**src/rtl/fetch_unit_pkg.sv**
```systemverilog
// Shared fetch-stage constants, F/D register payload type and fetch fault check.
package fetch_unit_pkg;

  localparam logic [31:0] RESET_VEC   = 32'h0000_3000;
  localparam logic [31:0] HANDLER_VEC = 32'h0000_4180;
  localparam logic [31:0] IM_LO       = 32'h0000_3000;
  localparam logic [31:0] IM_HI       = 32'h0000_6FFC;

  localparam logic [4:0]  EXC_NONE    = 5'd0;
  localparam logic [4:0]  EXC_ADEL    = 5'd4;

  typedef struct packed {
    logic [31:0] pc;
    logic [31:0] instr;
    logic [4:0]  exc_code;
    logic        bd;
  } fd_t;

  // AdEL on fetch: misaligned or outside the instruction memory window.
  function automatic logic fetch_fault(input logic [31:0] pc);
    return (pc[1:0] != 2'b00) || (pc < IM_LO) || (pc > IM_HI);
  endfunction

endpackage

```
**src/rtl/fetch_unit_if.sv**
```systemverilog
// Fetch-stage bus: pipeline control in, IM data in, F-stage PC and F/D register out.
interface fetch_unit_if;
  logic [31:0] npc;
  logic        stall;
  logic        IntReq;
  logic        D_eret;
  logic        D_is_branch;
  logic [31:0] IM_instr;
  logic [31:0] PC;
  logic [31:0] D_PC;
  logic [31:0] D_instr;
  logic [4:0]  D_ExcCode;
  logic        D_BD;

  modport slave (
    input  npc, stall, IntReq, D_eret, D_is_branch, IM_instr,
    output PC, D_PC, D_instr, D_ExcCode, D_BD
  );

  modport master (
    output npc, stall, IntReq, D_eret, D_is_branch, IM_instr,
    input  PC, D_PC, D_instr, D_ExcCode, D_BD
  );
endinterface

```
**src/rtl/fetch_unit_fd_reg.sv**
```systemverilog
// F/D pipeline register: flush on reset/interrupt, hold on stall, squash on eret.
module fd_reg
  import fetch_unit_pkg::*;
(
  input  logic clk,
  input  logic reset,
  input  logic int_req,
  input  logic stall,
  input  logic eret,
  input  fd_t  f_s,
  output fd_t  d_r
);

  // F/D capture; eret has no delay slot, so its successor is squashed but keeps its PC.
  always_ff @(posedge clk) begin
    if (!reset) begin
      d_r <= '{pc: RESET_VEC, instr: 32'h0000_0000, exc_code: EXC_NONE, bd: 1'b0};
    end else if (int_req) begin
      d_r <= '{pc: HANDLER_VEC, instr: 32'h0000_0000, exc_code: EXC_NONE, bd: 1'b0};
    end else if (stall) begin
      d_r <= d_r;
    end else if (eret) begin
      d_r <= '{pc: f_s.pc, instr: 32'h0000_0000, exc_code: EXC_NONE, bd: 1'b0};
    end else begin
      d_r <= f_s;
    end
  end

endmodule

```
**src/rtl/fetch_unit.sv**
```systemverilog
// Fetch stage: PC register, fetch address fault check and the F/D register.
module fetch_unit
  import fetch_unit_pkg::*;
(
  input  logic         clk,
  input  logic         reset,
  fetch_unit_if.slave  bus
);

  logic [31:0] pc_r;
  logic        fault_s;
  fd_t         f_s;
  fd_t         d_s;

  // PC update: interrupt redirect wins over a stall.
  always_ff @(posedge clk) begin
    if (!reset) begin
      pc_r <= RESET_VEC;
    end else if (bus.IntReq) begin
      pc_r <= HANDLER_VEC;
    end else if (bus.stall) begin
      pc_r <= pc_r;
    end else begin
      pc_r <= bus.npc;
    end
  end

  // Faulting fetches carry a nop and the AdEL code down the pipe.
  always_comb begin
    fault_s  = fetch_fault(pc_r);
    f_s.pc   = pc_r;
    f_s.bd   = bus.D_is_branch;
    if (fault_s) begin
      f_s.instr    = 32'h0000_0000;
      f_s.exc_code = EXC_ADEL;
    end else begin
      f_s.instr    = bus.IM_instr;
      f_s.exc_code = EXC_NONE;
    end
  end

  fd_reg u_fd_reg (
    .clk     (clk),
    .reset   (reset),
    .int_req (bus.IntReq),
    .stall   (bus.stall),
    .eret    (bus.D_eret),
    .f_s     (f_s),
    .d_r     (d_s)
  );

  assign bus.PC        = pc_r;
  assign bus.D_PC      = d_s.pc;
  assign bus.D_instr   = d_s.instr;
  assign bus.D_ExcCode = d_s.exc_code;
  assign bus.D_BD      = d_s.bd;

endmodule

```
**src/flat_wrapper.sv**
```systemverilog
// flat-port wrapper written by rule: the top's interface ports become plain ports
module fetch_unit_flat import fetch_unit_pkg::*;
  (clk, reset, bus_npc, bus_stall, bus_IntReq, bus_D_eret, bus_D_is_branch, bus_IM_instr, bus_PC, bus_D_PC, bus_D_instr, bus_D_ExcCode, bus_D_BD);
  fetch_unit_if bus_i ();
  input  logic clk;
  input  logic reset;
  input wire logic [$bits(bus_i.npc)-1:0] bus_npc;
  input wire logic [$bits(bus_i.stall)-1:0] bus_stall;
  input wire logic [$bits(bus_i.IntReq)-1:0] bus_IntReq;
  input wire logic [$bits(bus_i.D_eret)-1:0] bus_D_eret;
  input wire logic [$bits(bus_i.D_is_branch)-1:0] bus_D_is_branch;
  input wire logic [$bits(bus_i.IM_instr)-1:0] bus_IM_instr;
  output wire logic [$bits(bus_i.PC)-1:0] bus_PC;
  output wire logic [$bits(bus_i.D_PC)-1:0] bus_D_PC;
  output wire logic [$bits(bus_i.D_instr)-1:0] bus_D_instr;
  output wire logic [$bits(bus_i.D_ExcCode)-1:0] bus_D_ExcCode;
  output wire logic [$bits(bus_i.D_BD)-1:0] bus_D_BD;
  assign bus_i.npc = bus_npc;
  assign bus_i.stall = bus_stall;
  assign bus_i.IntReq = bus_IntReq;
  assign bus_i.D_eret = bus_D_eret;
  assign bus_i.D_is_branch = bus_D_is_branch;
  assign bus_i.IM_instr = bus_IM_instr;
  assign bus_PC = bus_i.PC;
  assign bus_D_PC = bus_i.D_PC;
  assign bus_D_instr = bus_i.D_instr;
  assign bus_D_ExcCode = bus_i.D_ExcCode;
  assign bus_D_BD = bus_i.D_BD;
  fetch_unit u_core (.clk(clk), .reset(reset), .bus(bus_i));
endmodule
```
**config.mk**
```make
export PLATFORM = sky130hd
export DESIGN_NAME = fetch_unit_flat
export DESIGN_NICKNAME = d
export VERILOG_FILES = /design/src/rtl/fetch_unit_pkg.sv /design/src/rtl/fetch_unit_if.sv /design/src/rtl/fetch_unit_fd_reg.sv /design/src/rtl/fetch_unit.sv /design/src/flat_wrapper.sv
export SDC_FILE = /design/constraint.sdc
export NUM_CORES = 1
export LEC_CHECK = 0
export ABC_AREA = 1
export CORE_ASPECT_RATIO = 2
export CORE_MARGIN = 2
export CORE_UTILIZATION = 35
export DETAILED_ROUTE_END_ITERATION = 12
export PLACE_DENSITY = 0.69
export SLEW_MARGIN = 20
export SYNTH_ARGS = -nofsm -noshare
export SYNTH_HDL_FRONTEND = slang
export SYNTH_SLANG_ARGS = --single-unit
export TNS_END_PERCENT = 10
```
**constraint.sdc**
```tcl
create_clock -name clk -period 2.5 [get_ports clk]
set_input_delay 0.625 -clock clk [delete_from_list [all_inputs] [get_ports clk]]
set_output_delay 0.625 -clock clk [all_outputs]
set_load 0.02 [all_outputs]
```
-- Word level (Yosys, flattened, before mapping)
Cells that the tools add are included.
- input bits: 70
- flip-flop bits (word level): 102
- bitwise operators: 1
- reduce and logical (&&, ||, !) cells: 4
- order comparisons: 2
- mux-type cells: 6
- equal/unequal tests: 1
- operators with widths (kind ; count):
    53-bit 2-to-1 mux ; 2
    38-bit 2-to-1 mux ; 1
    37-bit 2-to-1 mux ; 1
    32-bit by 15-bit > comparator with 1-bit output, second input constant ; 1
    32-bit by 14-bit < comparator with 1-bit output, second input constant ; 1
    15-bit 2-to-1 mux ; 2
    1-bit logical OR ; 2
    2-bit by 1-bit inequality test with 1-bit output, second input constant ; 1
    2-bit nonzero test ; 1
    2-bit OR reduction ; 1
    1-bit NOT ; 1

-- Logic depth before layout (Yosys ltp)
Gate-level depths: netlist of run 1.
- depth in word-level cells: 7
- gate-level depth with buffers: 8
- gate-level depth less buffers: 8

-- Modules after synthesis
A second synthesis of run 1 with hierarchy kept.
- cell total of the unflattened synthesis: 581
- area, all modules: 4566.9 µm²
- by module, submodules not included (module ; times used ; area each (µm²) ; cells each ; seq. area each (µm²)):
    fd_reg ; 1 ; 2596.2 ; 314 ; 1401.3
    fetch_unit ; 1 ; 1970.6 ; 267 ; 640.6

-- Worst setup path after synthesis of run 1
Ideal clock, no wire load.
- path kind: input-to-reg
- start point: input port bus_IntReq
- end point: register u_core.pc_r[27] (netlist: u_core.bus.PC[27])
- required time: 2434 ps
- setup time: 66 ps
- stages on the path: 6
- slack: 997 ps
- arrival time: 1437 ps
- cell sequence: buf_6 > or2_1 > buf_6 > buf_6 > buf_6 > a21oi_2
- cells in the longest elaborated chain, start to end: 1
- ends and longest elaborated chain (item ; RTL line ; source):
    start, declared ; flat_wrapper.sv:9 ; input wire logic [$bits(bus_i.IntReq)-1:0] bus_IntReq;
    2-bit OR reduction (no line) ; -- ;
    end signal, assigned ; fetch_unit.sv:22 ; pc_r <= pc_r;
    end signal, assigned ; fetch_unit.sv:24 ; pc_r <= bus.npc;
    end, declared ; fetch_unit.sv:10 ; logic [31:0] pc_r;
Every way passes these cells.
A chain may end at the register's enable or synchronous reset.

-- Worst setup path after layout of run 1
- start point: register u_core.pc_r[15] (netlist: u_core.bus.PC[15])
- end point: output port bus_PC[15]
- RTL lines (item ; RTL line ; source):
    end, declared ; flat_wrapper.sv:13 ; output wire logic [$bits(bus_i.PC)-1:0] bus_PC;
No word-level cell between the ends.

==> results.yml, run 1 <==
sta:
  tightest_slew_ps: 845.0
  skew_ps: 8.033
  hold_viol: 0
  rsz0062_at_grt: "no"
  max_freq_mhz: 494.5
  period_needed_ps: 2022
  setup_violations: 0
  fin_setup_tns_ps: 0
  min_period_over_period_pct: 80.89
  drv_slew: 0
  max_slew_margin_pct: 43.48
drt:
  wl_per_cell_um: 15.33
  dr.first_iter.drc_count: 207
  first_pass_iters: 5
  wl_um: 11900
  via_per_inst: 4.899
  via_count: 3802
  drc_errors: 0
  ant_nets: 0
clock_tree:
  hold_buffers: 0
  ctsResizeCount: 0
  cts_buffer_depth: 2
  cts_tree: "done"
  htreeDepth: 3
  clock_latency_ps: 340
  cts_root_buf: "clkbuf_16"
  postCtsSetupRepairBufs: 0
  cts_buffers: 9
  cts.sinks: 98
  cts.clk_slew.worst_paths_ps: 70
synthesis:
  synth_compound_area_share_pct: 16.56
  syn_avg_cell_area_um2: 8.117
  synth_top_family_by_area: "simple AND/OR/NAND/NOR gates"
  yosysWarnings: 0
  synth-seq-cells: 98
  netlist_instances: 484
  yosysSeqAreaShare_pct: 49.94
  synth.distinct_cells: 21
  yosys.area_share.simple_pct: 25.51
  synth_fa_ha_area_share_pct: 0
  synth_area_um2: 3929
  synthMuxAreaShare_pct: 0
  yosys.area_share.xor_xnor_pct: 0
power_and_ir_drop:
  peakVddDrop_mv: 0.3915
  p_comb_share_pct: 14.0
  p_seq_share_pct: 45.9
  intPower_mw: 2.662
  power_density_nw_per_um2: 597.6
  p_sw_mw: 0.8896
  clock_power_share_pct: 40.0
  p_leak_nw: 2.047
  switching_share_pct: 25.05
floorplan:
  start_util_pct: 35.89
  die_width_um: 78.92
  fp-row-count: 54
  die_h_um: 153.8
  die_area_um2: 12140
  core-area_um2: 10950
  pin_count: 172
layout:
  final_cell_area_um2: 5942
  fin_util_pct: 54.29
  final_nets: 701
  n_antenna_cell: 0
  fillers: 1057
  area_delta_synth_final_pct: 51.24
  drive_gt1_share_pct: 7.547
  register_area_um2: 1962
  multi_input_area_um2: 1670
grt:
  grt_max_degree: 66
  first_global_vias: 3764
  grt_overflow_total: 0
  grt.total_usage_pct: 19.68
  antenna_found_initial: 0
  grt_pass1_wl_um: 18570
place:
  dp_hpwl_um: 8692
  place_area_um2: 5628
  numPortBuffers: 167
  gp_congestion: 0.7797
outcome:
  outcome: "complete, no violations"
setup_path:
  crit_chain: "clkdlybuf4s50_1"
  crit_fanout: 5
  worstPathRequired_ps: 1880
  end_kind: "output port"
  cp_top_family: "buffers and inverters"
  critPathKind: "reg2out"
  critPathSlowestCell: "clkdlybuf4s50_1"
  worst_setup_path_start_kind: "flop"
  cp.arrival_ps: 1400
  rrSetupSlack_ps: 820
  cpPeakStageDelay_ps: 640
  path_buf_inv: 1
min_path:
  hold_path.class: "reg2reg"
run:
  drv_cap: 0
-- power groups by stage --
stage                     Clock (mW)  Combinational, mW  Sequential [mW]
after floorplan                    0              0.230             1.71
after global placement             0              0.499             1.67
after detailed placement           0              0.502             1.67
after CTS                       1.46              0.505             1.63
after global routing            1.52              0.539             1.64
final                           1.42              0.499             1.63
-- routing by layer --
| layer | GRT usage (%) | up-vias | wire length, um |
|---|---|---|---|
| met1 | 19.27 | 1762 | 4185 |
| li1 | - | 1877 | - |
| met5 | 0 | - | 0 |
| met4 | 10.34 | 0 | 449 |
| met3 | 3.580 | 30 | 629 |
| met2 | 37.77 | 133 | 6631 |
-- flip-flops by register name, summed over array words and instances, names as in the netlist --
name                 cells
u_core.bus.PC           32
u_core.u_fd_reg.d_r     66
-- cell usage after synthesis --
cell	count	share of area, %
a211oi_1	24	4.6
inv_1	17	1.6
nor2_2	1	0.16
dfxtp_1	98	50
or2_1	1	0.16
buf_1	1	0.095
buf_4	5	0.96
nor2_1	33	3.2
o21ai_0	1	0.13
nor3_4	1	0.41
a221o_1	4	1.0
clkbuf_1	16	1.5
nand3_1	1	0.13
conb_1	1	0.095
a21oi_2	20	4.5
nand3b_1	32	6.1
a21oi_1	50	6.4
buf_2	11	1.4
nor3_1	6	0.76
nand2_1	153	15
buf_6	8	2.3
-- per-stage QoR --
stage          power [mW]  instances  hold slack [ps]  setup slack [ps]
4_1_cts             3.598        776            466.8             448.1
2_1_floorplan       1.938        487            541.3             996.7
5_1_grt             3.697        776            485.5             414.7
3_3_place_gp        2.165        760            452.2             311.0
3_5_place_dp        2.168        760            456.9             283.5
6_report            3.551        776            463.6             477.8
-- worst reg2reg max path: cells and delay by family, from the launching register on --
family / cells / cell delay (ps)
AND/OR/NAND/NOR: 4 / 1130
flip-flops: 1 / 340
AO/OA/AOI/OAI: 1 / 150
-- cell usage in the layout (no fill, tap or decap) --
master and n:
a211oi_1 24, a21oi_1 50, a21oi_2 20, a221o_1 4, buf_12 3, buf_2 1, buf_4 4, bufinv_16 1
clkbuf_16 9, clkbuf_8 2, clkdlybuf4s50_1 166, clkinv_2 1, clkinv_4 2, conb_1 4, dfxtp_1 98, inv_1 16
inv_2 1, inv_6 1, nand2_1 153, nand3_1 1, nand3b_1 32, nor2_1 33, nor2_2 1, nor3_1 6
nor3_4 1, o21ai_0 1, or2_4 1
-- kinds of logic (layout without fill, tap and decap cells) --
kind of cell           Yosys count  after routing
other                            1              4
AO/OA/AOI/OAI                   99             99
buffers and inverters           58            207
flip-flops                      98             98
AND/OR/NAND/NOR                228            228
-- final timing paths --
kind | depth (start not counted) | from | end
worst min-delay path | 2 | u_core.u_fd_reg.d_r[22] | u_core.u_fd_reg.d_r[22]
worst min register to register | 2 | u_core.u_fd_reg.d_r[22] | u_core.u_fd_reg.d_r[22]
worst max-delay path | 1 | u_core.bus.PC[15] | bus_PC[15]
worst max register to register | 5 | u_core.bus.PC[26] | u_core.u_fd_reg.d_r[29]
-- layout make-up --
type,instances,area share (%)
clock buffers,11,4.254
repair buffers,174,29.56
clock inverters,5,1.032
inverters,17,1.074
well taps,140,2.948
multi-input cells,331,28.11
flip-flops and latches,98,33.02
No activity file was read; power rests on OpenSTA's default activity.
==> run 2: changes to the inputs <==
- clock period: 2.5 -> 1.9 ns (I/O delays scaled with it)
==> results.yml, run 2 (synthesis results as in run 1) <==
clock_tree:
  cts_tree: "done"
  cts_buffer_depth: 2
  htreeDepth: 3
  cts_root_buf: "clkbuf_16"
  cts.clk_slew.worst_paths_ps: 60
  cts.sinks: 98
  cts_buffers: 9
  postCtsSetupRepairBufs: 0
  clock_latency_ps: 340
setup_path:
  cpPeakStageDelay_ps: 680
  timing.rr.end: "u_core.u_fd_reg.d_r[25]"
  end_kind: "output port"
  path_depth: 1
  path_buf_inv: 1
  r2r_cells: 6
  r2r-start: "u_core.bus.PC[26]"
  crit_fanout: 3
  critPathKind: "reg2out"
  worst_setup_path_start_kind: "flop"
  cp.arrival_ps: 1380
  endpoint: "bus_PC[4]"
  critPathSlowestCell: "clkdlybuf4s50_1"
  startpoint: "u_core.bus.PC[4]"
  worstPathRequired_ps: 1420
  cp_top_family: "buffers and inverters"
  crit_chain: "clkdlybuf4s50_1"
  rrSetupSlack_ps: 530
sta:
  max_freq_mhz: 538.6
  tightest_slew_ps: 506.5
  hold_viol: 0
  setup_ws_ps: 43.21
  drv_slew: 0
  min_period_over_period_pct: 97.73
  fin_setup_tns_ps: 0
  max_slew_margin_pct: 66.11
  period_needed_ps: 1857
  rsz0062_at_grt: "no"
  skew_ps: 8.309
  setup_violations: 0
place:
  pre_cts_slack_ps: 128.4
  dp_hpwl_um: 8406
  numPortBuffers: 167
  gp_congestion: 0.7899
floorplan:
  die_area_um2: 12140
  fp-row-count: 54
  start_util_pct: 35.89
  pin_count: 172
  die_h_um: 153.8
  die_width_um: 78.92
  core-area_um2: 10950
layout:
  mostFrequentLayoutCells: "160 x clkdlybuf4s50_1, 153 x nand2_1, 98 x dfxtp_1"
  n_antenna_cell: 0
  regMostFlops: "u_core.u_fd_reg.d_r"
  area_delta_synth_final_pct: 53.54
  fin_util_pct: 55.11
  largest_register_ffs: 66
  fillers: 1084
  drive_gt1_share_pct: 8.125
  final_common_cell: "clkdlybuf4s50_1"
  final_nets: 705
power_and_ir_drop:
  p_seq_share_pct: 43.7
  intPower_mw: 3.742
  clock_power_share_pct: 42.6
  p_leak_nw: 2.154
  p_comb_share_pct: 13.7
  peakVddDrop_mv: 0.5438
  p_sw_mw: 1.173
  switching_share_pct: 23.87
  power_density_nw_per_um2: 814.8
  power_mw: 4.915
grt:
  antenna_found_initial: 0
  grt_max_degree: 54
  grt_pass1_wl_um: 18190
  grt_use_met3_pct: 3.932
  grt_overflow_total: 0
  grt_use_met1_pct: 19.24
  grt.total_usage_pct: 19.09
  grtUsageMet2_pct: 36.10
  top_usage_layer: "met2"
  first_global_vias: 3625
drt:
  first_pass_iters: 5
  drc_errors: 0
  wl_um: 11740
  dr.first_iter.drc_count: 203
  wl_per_cell_um: 15.05
  ant_nets: 0
  via_count: 3739
  via_per_inst: 4.794
min_path:
  hold_path.class: "reg2reg"
  hp-start: "u_core.u_fd_reg.d_r[19]"
  holdPathStages: 2
run:
  drv_cap: 0
outcome:
  outcome: "complete, no violations"
[run 2: cell types whose count changed in the layout (fill, tap and decap cells not counted), moves of 2 or more]
cell	before	now
clkdlybuf4s50_1	166	160
dlymetal6s2s_1	0	5
clkinv_4	2	0
bufinv_16	1	3
buf_4	4	7
[run 2: worst register-to-register path: cells and delay by family, from the launching register on]
family / cells / cell delay [ps]
buf+inv: 1 / 280
compound gates: 1 / 130
simple gates: 4 / 560
flops: 1 / 340
[run 2: area by class of cell]
class	instances	area (um2)	area share (%)
Clock buffer	10	239.0	3.962
Clock inverter	6	111.4	1.846
Inverter	17	63.81	1.058
Multi-Input combinational cell	331	1670	27.69
Sequential cell	98	1962	32.52
Tap cell	140	175.2	2.904
Timing Repair Buffer	178	1810	30.01
[run 2: metal layers]
layer  vias up  share of wire [%]
met5         -                  0
met3        27                5.2
met2       125                 55
li1       1877                  -
met4         0                3.2
met1      1710                 36
[run 2: power groups by stage]
stage	clock network [mW]	registers (mW)	logic (mW)
floorplan	0	2.25	0.303
global placement	0	2.19	0.672
detailed placement	0	2.19	0.678
CTS	2.15	2.15	0.680
global route	2.22	2.15	0.730
finish	2.09	2.15	0.675
[run 2: worst min path at each step]
stage,to
global placement,u_core.u_fd_reg.d_r[10]
global route,u_core.u_fd_reg.d_r[49]
floorplan,u_core.u_fd_reg.d_r[10]
CTS,u_core.u_fd_reg.d_r[24]
finish,u_core.u_fd_reg.d_r[19]
detailed placement,u_core.u_fd_reg.d_r[49]
[run 2: timing repair]
| item | in CTS | in global routing |
|---|---|---|
| endpoints found under the setup margin | 1 | 5 |
| resized for setup | 1 | 5 |
| hold buffers | 0 | 0 |
[run 2: per-stage QoR]
stage | cells | hold slack, ps | area [um2]
after detailed placement | 764 | 456.1 | 5670
final | 780 | 461.5 | 6032
after global placement | 764 | 452.4 | 5670
after floorplan | 487 | 541.3 | 3940
after global routing | 780 | 483.6 | 6032
after CTS | 780 | 466.0 | 6020
